**src/rtl/cdc_stream_loopback.sv**
```systemverilog
// -----------------------------------------------------------------------------
// cdc_stream_loopback
//
// Application-side loopback engine for the USB CDC bulk byte streams. Bytes
// arriving on the CDC OUT stream pass through a one-stage registered per-byte
// transform. They are then buffered in a DEPTH-entry show-ahead FIFO and
// returned on the CDC IN stream. The block also provides runtime mode
// selection, an IN hold, a flush, the FIFO fill level and traffic counters.
//
// Parameters:
//   DEPTH       FIFO entries (power of 2, 2..256)
//   CNT_W       width of the rx/tx byte counters
//
// Ports:
//   clk_i       application clock (same clock as the CDC app interface)
//   rst_i       synchronous reset, active-high; every output reads 0 while high
//   mode_i      transform select, sampled with each accepted byte
//                 00 echo, 01 to-lower + digit rotate, 10 to-upper, 11 invert
//   hold_i      1 = suppress in_valid_o, so the host sees IN NAKs
//   clear_i     synchronous flush of the transform stage and the FIFO
//   out_data_i  byte from the CDC OUT endpoint
//   out_valid_i out_data_i valid
//   out_ready_o block can accept out_data_i
//   in_data_o   byte to the CDC IN endpoint (entry at the read pointer)
//   in_valid_o  in_data_o valid
//   in_ready_i  CDC IN endpoint takes in_data_o
//   level_o     FIFO occupancy 0..DEPTH (the stage register is not counted)
//   rx_count_o  accepted OUT bytes, wraps
//   tx_count_o  delivered IN bytes, wraps
// -----------------------------------------------------------------------------
module cdc_stream_loopback #(
  parameter int DEPTH = 16,
  parameter int CNT_W = 16
) (
  input  logic                     clk_i,
  input  logic                     rst_i,
  input  logic [1:0]               mode_i,
  input  logic                     hold_i,
  input  logic                     clear_i,
  input  logic [7:0]               out_data_i,
  input  logic                     out_valid_i,
  output logic                     out_ready_o,
  output logic [7:0]               in_data_o,
  output logic                     in_valid_o,
  input  logic                     in_ready_i,
  output logic [$clog2(DEPTH):0]   level_o,
  output logic [CNT_W-1:0]         rx_count_o,
  output logic [CNT_W-1:0]         tx_count_o
);

  localparam int AW = $clog2(DEPTH);
  localparam int PW = AW + 1;

  typedef enum logic [1:0] {
    MODE_ECHO   = 2'b00,
    MODE_LOWER  = 2'b01,
    MODE_UPPER  = 2'b10,
    MODE_INVERT = 2'b11
  } mode_e;

  // Per-byte transform applied while the byte is captured into the stage.
  // MODE_LOWER also rotates the digits: '0'..'8' step up by one and '9'
  // wraps around to '0'.
  function automatic logic [7:0] transform(input logic [7:0] b, input logic [1:0] m);
    logic [7:0] r;
    r = b;
    case (mode_e'(m))
      MODE_LOWER: begin
        if (b >= 8'h41 && b <= 8'h5A)      r = b + 8'h20;
        else if (b >= 8'h30 && b <= 8'h38) r = b + 8'h01;
        else if (b == 8'h39)               r = 8'h30;
      end
      MODE_UPPER: begin
        if (b >= 8'h61 && b <= 8'h7A)      r = b - 8'h20;
      end
      MODE_INVERT: r = ~b;
      default:     r = b;
    endcase
    return r;
  endfunction

  logic [7:0]       mem [DEPTH];
  logic [PW-1:0]    wr_ptr;
  logic [PW-1:0]    rd_ptr;
  logic [7:0]       s_data;
  logic             s_valid;
  logic [CNT_W-1:0] rx_cnt;
  logic [CNT_W-1:0] tx_cnt;

  logic             empty;
  logic             full;
  logic             accept;
  logic             write;
  logic             pop;

  // The pointers carry one extra wrap bit. Equal pointers mean empty. Pointers
  // whose wrap bits differ but whose index bits are equal mean full.
  assign empty = (wr_ptr == rd_ptr);
  assign full  = (wr_ptr[AW] != rd_ptr[AW]) && (wr_ptr[AW-1:0] == rd_ptr[AW-1:0]);

  // Ready depends only on registered state, rst_i and clear_i, and never on
  // out_valid_i. The stage can take a new byte when it is empty, or when it
  // will drain into a FIFO that is not full in this same cycle.
  assign out_ready_o = ~rst_i & ~clear_i & (~s_valid | ~full);
  assign accept      = out_valid_i & out_ready_o;

  // Full is taken from the cycle-start state, so a pop in the same cycle
  // cannot open a slot for the stage. A flush cancels the stage write.
  assign write       = s_valid & ~full & ~clear_i & ~rst_i;

  // hold_i only hides the IN side. Buffering continues behind it.
  assign in_valid_o  = ~rst_i & ~clear_i & ~hold_i & ~empty;
  assign pop         = in_valid_o & in_ready_i;

  assign in_data_o   = (rst_i | empty) ? 8'h00 : mem[rd_ptr[AW-1:0]];
  assign level_o     = rst_i ? '0 : (wr_ptr - rd_ptr);
  assign rx_count_o  = rst_i ? '0 : rx_cnt;
  assign tx_count_o  = rst_i ? '0 : tx_cnt;

  // Control state: stage occupancy, FIFO pointers and counters.
  // A flush drops the stage and moves the read pointer onto the write
  // pointer, which throws away everything buffered. The counters keep their
  // values through a flush.
  always_ff @(posedge clk_i) begin
    if (rst_i) begin
      s_valid <= 1'b0;
      s_data  <= 8'h00;
      wr_ptr  <= '0;
      rd_ptr  <= '0;
      rx_cnt  <= '0;
      tx_cnt  <= '0;
    end else begin
      if (clear_i)     s_valid <= 1'b0;
      else if (accept) s_valid <= 1'b1;
      else if (write)  s_valid <= 1'b0;

      if (accept) s_data <= transform(out_data_i, mode_i);

      if (write) wr_ptr <= wr_ptr + PW'(1);

      if (clear_i)  rd_ptr <= wr_ptr;
      else if (pop) rd_ptr <= rd_ptr + PW'(1);

      if (accept) rx_cnt <= rx_cnt + CNT_W'(1);
      if (pop)    tx_cnt <= tx_cnt + CNT_W'(1);
    end
  end

  // FIFO storage. It has no reset, because entries outside the window
  // between the pointers are never observed.
  always_ff @(posedge clk_i) begin
    if (write) mem[wr_ptr[AW-1:0]] <= s_data;
  end

endmodule
```
**config.mk**
```make
export PLATFORM = sky130hd
export DESIGN_NAME = cdc_stream_loopback
export DESIGN_NICKNAME = d
export VERILOG_FILES = /design/src/rtl/cdc_stream_loopback.sv
export SDC_FILE = /design/constraint.sdc
export NUM_CORES = 1
export LEC_CHECK = 0
export BUFFER_PORTS_ARGS = -buffer_cell sky130_fd_sc_hd__buf_4
export CORE_UTILIZATION = 32
export CTS_BUF_LIST = sky130_fd_sc_hd__clkbuf_2
export CTS_CLUSTER_DIAMETER = 40
export DETAILED_ROUTE_END_ITERATION = 10
export PLACE_DENSITY = 0.52
export SYNTH_ARGS = -nofsm -noshare
export SYNTH_HDL_FRONTEND = slang
export SYNTH_SLANG_ARGS = --single-unit
```
**constraint.sdc**
```tcl
create_clock -name clk_i -period 2.5 [get_ports clk_i]
set_clock_uncertainty 0.05 [all_clocks]
set_input_delay 0.625 -clock clk_i [delete_from_list [all_inputs] [get_ports clk_i]]
set_output_delay 0.625 -clock clk_i [all_outputs]
set_load 0.01 [all_outputs]
```
==> qor.json <==
{
  "worst_setup_path": {
    "cp-start-kind": "register",
    "rr_worst_depth": 10,
    "critical_setup_path_kind": "register to output port",
    "critPathBufInv": 2,
    "critPathSlowestCell": "sky130_fd_sc_hd__mux4_2",
    "worst_path_largest_cell_delay_ns": 0.54,
    "setup.worst_path.end_class": "output port",
    "critical_path_depth": 5,
    "crit_path_cell_trace": "buf_12, mux4_2, mux4_2, nor2b_1, buf_4",
    "cpLargestDelayFamily": "multiplexers",
    "critPathRequiredTime_ns": 1.82,
    "critPathMostFrequentCell": "sky130_fd_sc_hd__mux4_2",
    "critical_path_peak_fanout": 13,
    "crit_arrival_ns": 2.68
  },
  "synthesis": {
    "synth.lib_cells_used.distinct": 53,
    "synthTopCellsByArea": "sky130_fd_sc_hd__edfxtp_1 47%, sky130_fd_sc_hd__dfxtp_1 14%, sky130_fd_sc_hd__mux4_2 11%, sky130_fd_sc_hd__nor2_1 3.3%, sky130_fd_sc_hd__nor2b_1 3.1%",
    "synth_simple_gate_area_share_pct": 12.86,
    "mean_area_per_synthesized_cell_um2": 13.54,
    "synthXorXnorAreaFrac_pct": 4.189,
    "synth_async_sr_flop_share_pct": 0,
    "synth-edff-count": 128,
    "synth-compound-area-share_pct": 4.880,
    "synth-seq-cells": 183,
    "synthesis.instances": 602,
    "synth_top_family_by_area": "simple AND/OR/NAND/NOR gates",
    "yosysSeqAreaShare_pct": 60.64,
    "synth_adder_area_share_pct": 3.008,
    "yosys_warnings": 0,
    "synth_top_flop_cell": "sky130_fd_sc_hd__edfxtp_1",
    "synth.area.mux_share_pct": 11.92,
    "synth_top_cell_by_area": "sky130_fd_sc_hd__edfxtp_1",
    "netlist_area_mm2": 0.008154,
    "synth.net_count": 637,
    "post-synth-top-area-fraction_pct": 47.14
  },
  "floorplan": {
    "placeable_area_mm2": 0.02511,
    "die_x_um": 161.6,
    "core.rowCount": 58,
    "floorplan.die.height_um": 161.6,
    "die_area_mm2": 0.02612,
    "boundaryPins": 63,
    "floorplan.initialDensity_pct": 32.47
  },
  "placed_design": {
    "port_buffers": 62,
    "finalWeightedCongestion": 0.8757,
    "dp_hpwl_mm": 12.62
  },
  "sta": {
    "finalSetupViolations": 14,
    "maxSlewViolCount": 0,
    "timing_hold_violations_final": 0,
    "max_freq_mhz": 297.9,
    "worst_slack_ns": -0.8574,
    "max_slew.worst_pin.slew_ns": 0.6709,
    "final.hold.worst_slack_ns": 0.1025,
    "fin_crit_sh_pct": 134.3,
    "rsz0062_at_grt": "yes",
    "timing.final.crit_period_ns": 3.357,
    "maxSlewHeadroom_pct": 55.21
  },
  "grt": {
    "first_global_vias": 5350,
    "antenna_violations_before_repair": 0,
    "grt_start_max_net_pins": 38,
    "global_route_wire_length_before_repair_mm": 29.78,
    "gr-usage-all-layers_pct": 15.04,
    "grt_overflow_total": 0
  },
  "clock_tree": {
    "clock_tree.root_cell": "sky130_fd_sc_hd__clkbuf_2",
    "clock_sinks": 183,
    "clock_slew_at_the_register_clock_pins_of_the_worst_setup_and_hold_paths_ns": 0.31,
    "skew_pair_late_insertion_delay_ns": 0.78,
    "cts_htree_levels": 4,
    "cts_tree": "done",
    "cts_buffers": 17,
    "cts_buffer_depth": 2
  },
  "power": {
    "power_leakage_nw": 3.445,
    "power_density_mw_per_mm2": 531.8,
    "peakVddDrop_uv": 259.4,
    "report.power.total_mw": 5.263
  },
  "finish": {
    "area_of_the_multi_input_gates_mm2": 0.003122,
    "n_fill_cell": 2428,
    "n_antenna_cell": 0,
    "area_growth_pct": 21.37,
    "finalNetCount": 752,
    "final-seq-area_mm2": 0.004961,
    "layout-drive-gt1-share_pct": 31.37
  },
  "run": {
    "cap_violations": 0
  },
  "detailed_routing": {
    "detailroute.via_count": 5172,
    "route.final.wire_length_mm": 18.79,
    "drt-initial-drc-count": 325,
    "routed_via_density": 4.879,
    "postRouteAntennaNets": 0,
    "first_pass_iters": 4,
    "wl_per_cell_um": 17.72,
    "drc": 0
  },
  "outcome": {
    "failed_checks": "negative setup slack",
    "outcome": "finished with violations"
  },
  "hold_path": {
    "min_delay_path_depth": 3,
    "worst_hold_path_type": "input pin to register"
  }
}
-- routing by layer --
layer,up-vias,track usage [%],share of wire [%],routed length (um)
met2,125,25.72,50,9408
met3,9,3.005,4.5,847
li1,2462,-,-,-
met1,2576,19.72,45,8436
met4,0,3.087,0.50,94
met5,-,0,0,0
-- cells in the final DEF (no fill, tap or decap), types with 7 or more instances in the layout --
cell type,n
sky130_fd_sc_hd__inv_1,19
sky130_fd_sc_hd__dfxtp_1,48
sky130_fd_sc_hd__edfxtp_1,128
sky130_fd_sc_hd__a21oi_1,14
sky130_fd_sc_hd__ha_1,14
sky130_fd_sc_hd__nand3_1,12
sky130_fd_sc_hd__nand2_1,21
sky130_fd_sc_hd__clkbuf_2,17
sky130_fd_sc_hd__nand4_1,16
sky130_fd_sc_hd__nor2b_1,40
sky130_fd_sc_hd__xnor2_1,15
sky130_fd_sc_hd__buf_4,112
sky130_fd_sc_hd__xor2_1,22
sky130_fd_sc_hd__nor3_1,7
sky130_fd_sc_hd__mux4_2,40
sky130_fd_sc_hd__o21ai_0,16
sky130_fd_sc_hd__nor2_1,70
-- cell usage after synthesis (7+ instances only) --
cell / instances
sky130_fd_sc_hd__nor3_1: 9
sky130_fd_sc_hd__edfxtp_1: 128
sky130_fd_sc_hd__nor2_1: 72
sky130_fd_sc_hd__clkbuf_1: 18
sky130_fd_sc_hd__ha_1: 18
sky130_fd_sc_hd__xnor2_1: 16
sky130_fd_sc_hd__nor2b_1: 41
sky130_fd_sc_hd__inv_1: 23
sky130_fd_sc_hd__a21oi_1: 16
sky130_fd_sc_hd__buf_2: 7
sky130_fd_sc_hd__xor2_1: 23
sky130_fd_sc_hd__nand4_1: 16
sky130_fd_sc_hd__dfxtp_1: 55
sky130_fd_sc_hd__nand2_1: 21
sky130_fd_sc_hd__mux4_2: 40
sky130_fd_sc_hd__nand3_1: 12
sky130_fd_sc_hd__o21ai_0: 16
-- final timing paths --
path                                start                 endpoint  slack (ns)
setup reg to reg   rd_ptr[2]$_SDFFE_PP0N_   rd_ptr[0]$_SDFFE_PP0N_        0.14
hold / removal              out_data_i[6]   s_data[6]$_SDFFE_PP0P_        0.10
hold reg to reg   rx_cnt[10]$_SDFFE_PP0P_  rx_cnt[10]$_SDFFE_PP0P_        0.47
setup / recovery                 register             in_data_o[0]       -0.86
-- worst reg2reg max path, cell delays in order, from the launching register on --
cell                       delay, ns
sky130_fd_sc_hd__dfxtp_4        0.46
sky130_fd_sc_hd__inv_4          0.04
sky130_fd_sc_hd__ha_4           0.28
sky130_fd_sc_hd__nand4_1        0.12
sky130_fd_sc_hd__buf_4          0.17
sky130_fd_sc_hd__buf_4          0.12
sky130_fd_sc_hd__o211a_1        0.21
sky130_fd_sc_hd__buf_4          0.17
sky130_fd_sc_hd__xor2_1         0.13
sky130_fd_sc_hd__nor2_1         0.05
sky130_fd_sc_hd__a211oi_1       0.41
-- where the power goes --
group	total [mW]	switching, mW	internal (mW)
sequential	3.29	0.0404	3.25
clock	1.67	1.27	0.394
combinational	0.302	0.151	0.151
-- timing repair --
item	in CTS	in global routing
cloned	0	0
endpoints found under the setup margin	15	15
setup buffers	6	7
resized for setup	32	9
hold endpoints to repair	5	0
pin swaps	9	12
hold buffers	3	0
-- flip-flops by register name, summed over array words and instances (netlist names), named ones only --
name,count
rx_cnt,16
rd_ptr,5
mem,128
s_data,8
wr_ptr,5
tx_cnt,16
s_valid,1
-- through the flow --
| stage | area, um2 | utilization (%) | instances | setup TNS (ns) | setup WS, ns |
|---|---|---|---|---|---|
| 5_1_grt | 9897 | 39.42 | 1060 | -11.35 | -1.028 |
| 4_1_cts | 9803 | 39.04 | 1053 | -10.23 | -0.9850 |
| 6_report | 9897 | 39.42 | 1060 | -8.937 | -0.8574 |
| 3_5_place_dp | 9324 | 37.13 | 1012 | -0.6764 | -0.1607 |
| 3_3_place_gp | 9324 | 37.13 | 1012 | -0.5112 | -0.1288 |
| 2_1_floorplan | 8180 | - | 602 | 0 | 0.005428 |
-- kinds of logic (layout without fill, tap and decap cells) --
kind of cell / after synthesis / in the layout
buf+inv: 52 / 180
flops: 183 / 183
mux: 47 / 47
compound gates: 62 / 62
xor+xnor: 39 / 39
simple gates: 200 / 200
fa+ha+maj: 19 / 19
-- final cells by class --
cell class / instances / area share, %
multi-input cells: 367 / 31.54
flip-flops and latches: 183 / 50.13
clock buffers: 17 / 0.8597
inverters: 23 / 0.9229
clock inverters: 15 / 2.086
repair buffers: 125 / 10.29
well taps: 330 / 4.172
No activity file was read; power rests on OpenSTA's default activity.
